==> config.mk <==
export PLATFORM = sky130hd
export DESIGN_NAME = write_arbitrator_rr_flat
export DESIGN_NICKNAME = d
export VERILOG_FILES = /design/src/rtl/write_arbitrator_rr_if.sv /design/src/rtl/write_arbitrator_rr.sv /design/src/flat_wrapper.sv
export SDC_FILE = /design/constraint.sdc
export NUM_CORES = 1
export LEC_CHECK = 0
export CORE_UTILIZATION = 53
export CTS_BUF_LIST = sky130_fd_sc_hd__clkbuf_8
export CTS_CLUSTER_SIZE = 14
export DETAILED_ROUTE_END_ITERATION = 8
export PLACE_DENSITY = 0.94
export SKIP_CTS_REPAIR_TIMING = 1
export SLEW_MARGIN = 5
export SYNTH_ARGS = -nofsm -noshare
export SYNTH_HDL_FRONTEND = slang
export SYNTH_SLANG_ARGS = --single-unit
==> constraint.sdc <==
create_clock -name clock -period 3.5 [get_ports clock]
set_clock_uncertainty 0.2 [all_clocks]
set_input_delay 0.7 -clock clock [delete_from_list [all_inputs] [get_ports clock]]
set_output_delay 0.7 -clock clock [all_outputs]
set_load 0.02 [all_outputs]
==> src/rtl/write_arbitrator_rr_if.sv <==
// Bundle of solver-side write requests and the frame-buffer write port for write_arbitrator_rr.
// The slave modport is the arbiter; the master modport is the requester/memory side.
interface write_arbitrator_rr_if #(
  parameter int unsigned NUM_SOLVERS = 4,
  parameter int unsigned DATA_W      = 16,
  parameter int unsigned ADDR_W      = 32,
  parameter int unsigned FIFO_DEPTH  = 4
);
  localparam int unsigned CNT_W = $clog2(FIFO_DEPTH + 1);

  logic [NUM_SOLVERS-1:0][DATA_W-1:0] in_data;
  logic [NUM_SOLVERS-1:0][ADDR_W-1:0] in_addr;
  logic [NUM_SOLVERS-1:0]             in_valid;
  logic [NUM_SOLVERS-1:0]             in_ack;
  logic [DATA_W-1:0]                  out_data;
  logic [ADDR_W-1:0]                  out_addr;
  logic                               out_write_en;
  logic                               out_ack;
  logic [CNT_W-1:0]                   fifo_count;
  logic                               idle;

  modport master (
    output in_data, in_addr, in_valid, out_ack,
    input  in_ack, out_data, out_addr, out_write_en, fifo_count, idle
  );

  modport slave (
    input  in_data, in_addr, in_valid, out_ack,
    output in_ack, out_data, out_addr, out_write_en, fifo_count, idle
  );
endinterface

==> src/rtl/write_arbitrator_rr.sv <==
// N-to-1 solver write arbiter feeding a first-word-fall-through output FIFO.
// Define WRITE_ARB_ROUND_ROBIN_EN for round-robin grant; otherwise lowest index wins.
module write_arbitrator_rr #(
  parameter int unsigned NUM_SOLVERS = 4,
  parameter int unsigned DATA_W      = 16,
  parameter int unsigned ADDR_W      = 32,
  parameter int unsigned FIFO_DEPTH  = 4
) (
  input logic                  clock,
  input logic                  reset,
  write_arbitrator_rr_if.slave bus
);
  localparam int unsigned PTR_W = $clog2(FIFO_DEPTH);
  localparam int unsigned CNT_W = $clog2(FIFO_DEPTH + 1);
  localparam int unsigned IDX_W = (NUM_SOLVERS > 1) ? $clog2(NUM_SOLVERS) : 1;

  logic [DATA_W-1:0]      data_mem [FIFO_DEPTH];
  logic [ADDR_W-1:0]      addr_mem [FIFO_DEPTH];
  logic [PTR_W-1:0]       wr_ptr;
  logic [PTR_W-1:0]       rd_ptr;
  logic [PTR_W-1:0]       rd_prev;
  logic [CNT_W-1:0]       count;
  logic [NUM_SOLVERS-1:0] ack;
  logic [NUM_SOLVERS-1:0] eligible;
  logic [NUM_SOLVERS-1:0] grant_oh;
  logic [IDX_W-1:0]       grant_idx;
  logic                   grant;
  logic                   pop;
  logic                   full;
  logic                   empty;

  assign full     = (count == CNT_W'(FIFO_DEPTH));
  assign empty    = (count == '0);
  // A channel acked last edge may still hold valid high; mask it to avoid a double grant.
  assign eligible = bus.in_valid & ~ack;
  assign pop      = !empty && bus.out_ack;

`ifdef WRITE_ARB_ROUND_ROBIN_EN
  logic [IDX_W-1:0] rr_ptr;
  logic [IDX_W-1:0] cand;

  always_comb begin
    grant     = 1'b0;
    grant_idx = '0;
    cand      = '0;
    for (int unsigned k = 1; k <= NUM_SOLVERS; k++) begin
      cand = IDX_W'((32'(rr_ptr) + k) % NUM_SOLVERS);
      if (!grant && eligible[cand]) begin
        grant     = 1'b1;
        grant_idx = cand;
      end
    end
    // No bypass: a full FIFO blocks grants even when popping this cycle.
    if (full) grant = 1'b0;
  end

  always_ff @(posedge clock) begin
    if (reset) begin
      rr_ptr <= IDX_W'(NUM_SOLVERS - 1);
    end else if (grant) begin
      rr_ptr <= grant_idx;
    end
  end
`else
  always_comb begin
    grant     = 1'b0;
    grant_idx = '0;
    for (int unsigned k = 0; k < NUM_SOLVERS; k++) begin
      if (!grant && eligible[k]) begin
        grant     = 1'b1;
        grant_idx = IDX_W'(k);
      end
    end
    if (full) grant = 1'b0;
  end
`endif

  always_comb begin
    grant_oh            = '0;
    grant_oh[grant_idx] = grant;
  end

  always_ff @(posedge clock) begin
    if (reset) begin
      wr_ptr <= '0;
      rd_ptr <= '0;
      count  <= '0;
      ack    <= '0;
      for (int i = 0; i < int'(FIFO_DEPTH); i++) begin
        data_mem[i] <= '0;
        addr_mem[i] <= '0;
      end
    end else begin
      ack <= grant_oh;
      if (grant) begin
        data_mem[wr_ptr] <= bus.in_data[grant_idx];
        addr_mem[wr_ptr] <= bus.in_addr[grant_idx];
        wr_ptr           <= wr_ptr + PTR_W'(1);
      end
      if (pop) begin
        rd_ptr <= rd_ptr + PTR_W'(1);
      end
      case ({grant, pop})
        2'b10:   count <= count + CNT_W'(1);
        2'b01:   count <= count - CNT_W'(1);
        default: count <= count;
      endcase
    end
  end

  // When empty, the slot behind rd_ptr still holds the last popped word (zero after reset).
  assign rd_prev          = rd_ptr - PTR_W'(1);
  assign bus.out_data     = empty ? data_mem[rd_prev] : data_mem[rd_ptr];
  assign bus.out_addr     = empty ? addr_mem[rd_prev] : addr_mem[rd_ptr];
  assign bus.out_write_en = !empty;
  assign bus.fifo_count   = count;
  assign bus.in_ack       = ack;
  assign bus.idle         = empty && (ack == '0);
endmodule

==> src/flat_wrapper.sv <==
// flat-port wrapper written by rule: the top's interface ports become plain ports
module write_arbitrator_rr_flat 
#(
  parameter int unsigned NUM_SOLVERS = 4,
  parameter int unsigned DATA_W      = 16,
  parameter int unsigned ADDR_W      = 32,
  parameter int unsigned FIFO_DEPTH  = 4
)
  (clock, reset, bus_in_data, bus_in_addr, bus_in_valid, bus_out_ack, bus_in_ack, bus_out_data, bus_out_addr, bus_out_write_en, bus_fifo_count, bus_idle);
  write_arbitrator_rr_if #(.NUM_SOLVERS(NUM_SOLVERS), .DATA_W(DATA_W), .ADDR_W(ADDR_W), .FIFO_DEPTH(FIFO_DEPTH)) bus_i ();
  input logic clock;
  input logic reset;
  input wire logic [$bits(bus_i.in_data)-1:0] bus_in_data;
  input wire logic [$bits(bus_i.in_addr)-1:0] bus_in_addr;
  input wire logic [$bits(bus_i.in_valid)-1:0] bus_in_valid;
  input wire logic [$bits(bus_i.out_ack)-1:0] bus_out_ack;
  output wire logic [$bits(bus_i.in_ack)-1:0] bus_in_ack;
  output wire logic [$bits(bus_i.out_data)-1:0] bus_out_data;
  output wire logic [$bits(bus_i.out_addr)-1:0] bus_out_addr;
  output wire logic [$bits(bus_i.out_write_en)-1:0] bus_out_write_en;
  output wire logic [$bits(bus_i.fifo_count)-1:0] bus_fifo_count;
  output wire logic [$bits(bus_i.idle)-1:0] bus_idle;
  assign bus_i.in_data = bus_in_data;
  assign bus_i.in_addr = bus_in_addr;
  assign bus_i.in_valid = bus_in_valid;
  assign bus_i.out_ack = bus_out_ack;
  assign bus_in_ack = bus_i.in_ack;
  assign bus_out_data = bus_i.out_data;
  assign bus_out_addr = bus_i.out_addr;
  assign bus_out_write_en = bus_i.out_write_en;
  assign bus_fifo_count = bus_i.fifo_count;
  assign bus_idle = bus_i.idle;
  write_arbitrator_rr #(.NUM_SOLVERS(NUM_SOLVERS), .DATA_W(DATA_W), .ADDR_W(ADDR_W), .FIFO_DEPTH(FIFO_DEPTH)) u_core (.clock(clock), .reset(reset), .bus(bus_i));
endmodule
==> summary.md <==
| Metric | Value |
|---|---|
| Clk slew on worst S/H paths | ~0.06 ns |
| Reg2Reg Depth | 10 |
| RSZ-0062 raised after global routing | false |
| Slew Limit Headroom | between 50% and 60% |
| Die Wd | 151 um |
| Reg-to-reg startpoint | u_core.bus.fifo_count[2] |
| Outcome | complete, no violations |
| CP dominant cell by count | nand2_1 |
| # nets final | between 1000 and 1500 |
| Gr usage total | 31.0% |
| Routability Congestion | 0.833 |
| Final wirelength | 35100 um |
| CP bufs+invs | 2 |
| Sequential fraction of the synthesis area | 51.4% |
| Vias per cell | 6.46 |
| Final setup viols | 0 |
| Count of state elements after synthesis | about 210 |
| Setup TNS Final | 0 ns |
| Antenna violations before repair | 0 |
| Share of the clock period used by the worst path | 98.1% |
| Die area | 0.0227 mm2 |
| R2R Setup Slk | 0.61 ns |
| Layout cells sized above 1 | 17.1% |
| Grt total ovfl | 0 |
| Cells after Synth | around 980 |
| Startpoint Class | flip-flop |
| CP max FO | 18 |
| Critical path's top delay family | buffers and inverters |
| Largest net degree at the start of global routing | 50 |
| Clock Path Buffers | 3 |
| Io pins | 256 |
| Hold Path Sink | u_core.wr_ptr[1] |
| Pwr Density | 682 mW/mm2 |
| Cell Area, Synth | roughly 0.012 mm2 |
| Initial Util | ~54% |
| Vias in the first global route | 10200 |
| Antenna cells | 0 |
| Final HPWL DP | 22400 um |
| Critical path type | flip-flop to output port |
| First-pass GRT wire length | 52300 um |
| Mapped Avg Cell Area | around 12 um2 |
| Hold Crit Depth | 2 |
| WP data required | 2.60 ns |
| Critical-path top delay cell | clkdlybuf4s50_1 |
| Worst path depth | 5 |
| Met2 Use GR | 55.9% |
| GR Util met3 | 4.91% |
| Syn_nets | 1177 |
| Total CTS buffers | 34 |
| Synth top area share | between 40% and 50% |
| Antenna viol nets, final | 0 |
| Synth area leader | edfxtp_1 |
| Worst hold start | u_core.wr_ptr[1] |
| Reg2reg end | u_core.bus.fifo_count[2] |
| Static Leak | 5.53 nW |
| DRC | 0 |
| Yosys warns | 0 |
| Fin. Hold Viols | 0 |
| Cell Chain, Critical Path | buf_12 -> mux4_2 -> nand2_1 -> nand2_1 -> clkdlybuf4s50_1 |
| Synth unique cells | 39 |
| Iter 0 DRT Violations | 827 |
| Slew Viols, Final | 0 |
| Die Y | between 150 and 200 um |
| MaxCap Viol Count | 0 |
| CTS tree | yes |
| Crit. End Element | output port |
| Area Overhead vs Synth | 31.3% |
| Wire per inst | between 20 and 25 um |
| Core Rows | 54 |
| First-pass DRT Iterations | 5 |
| Top cells by area, synth | edfxtp_1 (49%), mux4_2 (18%), a21oi_1 (8.3%) |
| # H-tree levels | 2 |
| Worst path max stage delay | 0.57 ns |
| Root Buffer | clkbuf_8 |
| I/O Buffers | 255 |
| Core area | 0.0218 mm2 |
| Clock net sink count | between 200 and 250 |
| Vias | ~9800 |
| Met1 usage | 34.5% |
| Tightest Pin Transition | between 0.6 and 0.7 ns |
| Post-route minimum period | approximately 3.4 ns |
| Hold Crit Class | flip-flop to flip-flop |
| Crit path DAT | 2.53 ns |
| Latest clock arrival within the worst-skew pair | 0.52 ns |
| Core Util, Final | 70.8% |
| Maximum VDD drop | 0.506 mV |
| Most used routing layer | met2 |
| Fmax | 0.291 GHz |
==> worst reg2reg max path: cells and delay by family (launching register included) <==
family	cells	cell delay, ns
flops	1	0.46
xor+xnor	1	0.16
fa+ha+maj	2	0.58
buf+inv	3	0.69
compound gates	1	0.14
simple gates	3	0.60
==> stage by stage <==
step	power, W	cells	area [um2]	hold WS [ns]	setup slack, ns
global route	0.0109	1524	15400	0.410	0.00747
detailed placement	0.00854	1461	14700	0.349	0.240
global placement	0.00837	1461	14700	0.309	0.376
floorplan	0.00632	976	11700	0.287	0.251
finish	0.0105	1524	15400	0.362	0.0664
CTS	0.0105	1521	15400	0.363	-0.0441
==> worst max path at each step <==
stage,from,endpoint
floorplan,bus_in_valid[2],u_core.addr_mem[1][0]
CTS,flip-flop,bus_out_addr[1]
global placement,bus_in_valid[3],u_core.bus.fifo_count[2]
finish,u_core.rd_ptr[0],bus_out_data[15]
detailed placement,bus_in_valid[3],u_core.bus.fifo_count[2]
global route,u_core.rd_ptr[0],bus_out_data[15]
==> final cells by class <==
| class | count | area (um2) |
|---|---|---|
| Fill cell | 1453 | 6360 |
| Sequential cell | 205 | 6040 |
| Multi-Input combinational cell | 677 | 5340 |
| Timing Repair Buffer | 297 | 3040 |
| Clock buffer | 38 | 523 |
| Tap cell | 280 | 350 |
| Clock inverter | 22 | 92.6 |
| Inverter | 5 | 18.8 |
==> placed cells by master (no fill, tap or decap), types with 3 or more instances in the layout <==
master / synthesis / routed
clkinv_2: 0 / 5
dfxtp_1: 13 / 9
nand2_1: 145 / 144
clkinv_1: 1 / 6
a21o_1: 49 / 48
clkdlybuf4s50_1: 0 / 255
mux4_2: 96 / 96
nand2b_1: 8 / 3
nand2b_2: 0 / 5
inv_1: 4 / 14
o21ai_0: 41 / 41
clkbuf_8: 0 / 38
o21ai_1: 9 / 9
buf_12: 0 / 13
xor2_1: 3 / 3
nand3_1: 51 / 49
edfxtp_1: 192 / 192
nor2_1: 11 / 11
a22oi_1: 39 / 39
and2_1: 3 / 3
a21oi_1: 194 / 194
a22oi_2: 9 / 9
buf_4: 3 / 27
==> routing by layer <==
layer,vias up,wire [um]
li1,4312,-
met1,4789,11700
met2,639,18600
met3,107,3280
met4,0,1420
met5,-,0
==> cell usage after synthesis (all sizes together) <==
master    n
nor2     11
dfxtp    13
mux4     96
edfxtp  192
nor2b     1
a211oi    1
a21oi   194
nand2b    8
and2      3
fa        1
a22oi    48
and2b     1
inv       4
nand4     1
clkinv    1
o21ai    50
a41oi     1
nand2   145
xnor2     2
nor3b     1
clkbuf   46
and3      1
nand4b    1
or3       1
nor3      4
a21o     49
ha        1
nand3    51
nor4b     1
or4       1
xor2      3
buf      43
==> cell families after synthesis <==
group                      synth area share, %
xor gates and xnor gates                 0.374
AOI/OAI and AO/OA                         17.3
buffers and inverters                     3.53
muxes                                     18.4
adders and majority gates                0.278
and+or+nand+nor                           8.71
DFF                                       51.4
==> registers in the layout, summed over array words and instances (netlist names), named ones only <==
name / count
u_core.bus.fifo_count: 3
u_core.wr_ptr: 2
u_core.bus.in_ack: 4
u_core.rd_ptr: 2
u_core.addr_mem: 128
u_core.data_mem: 64
==> where the power goes <==
part | total [W] | internal [W] | switching (W) | leakage (nW)
combinational | 0.00510 | 0.00234 | 0.00277 | 3.06
clock | 0.00193 | 0.000996 | 0.000938 | 0.356
sequential | 0.00346 | 0.00319 | 0.000269 | 2.12
Power figures use the tool's default switching activity.
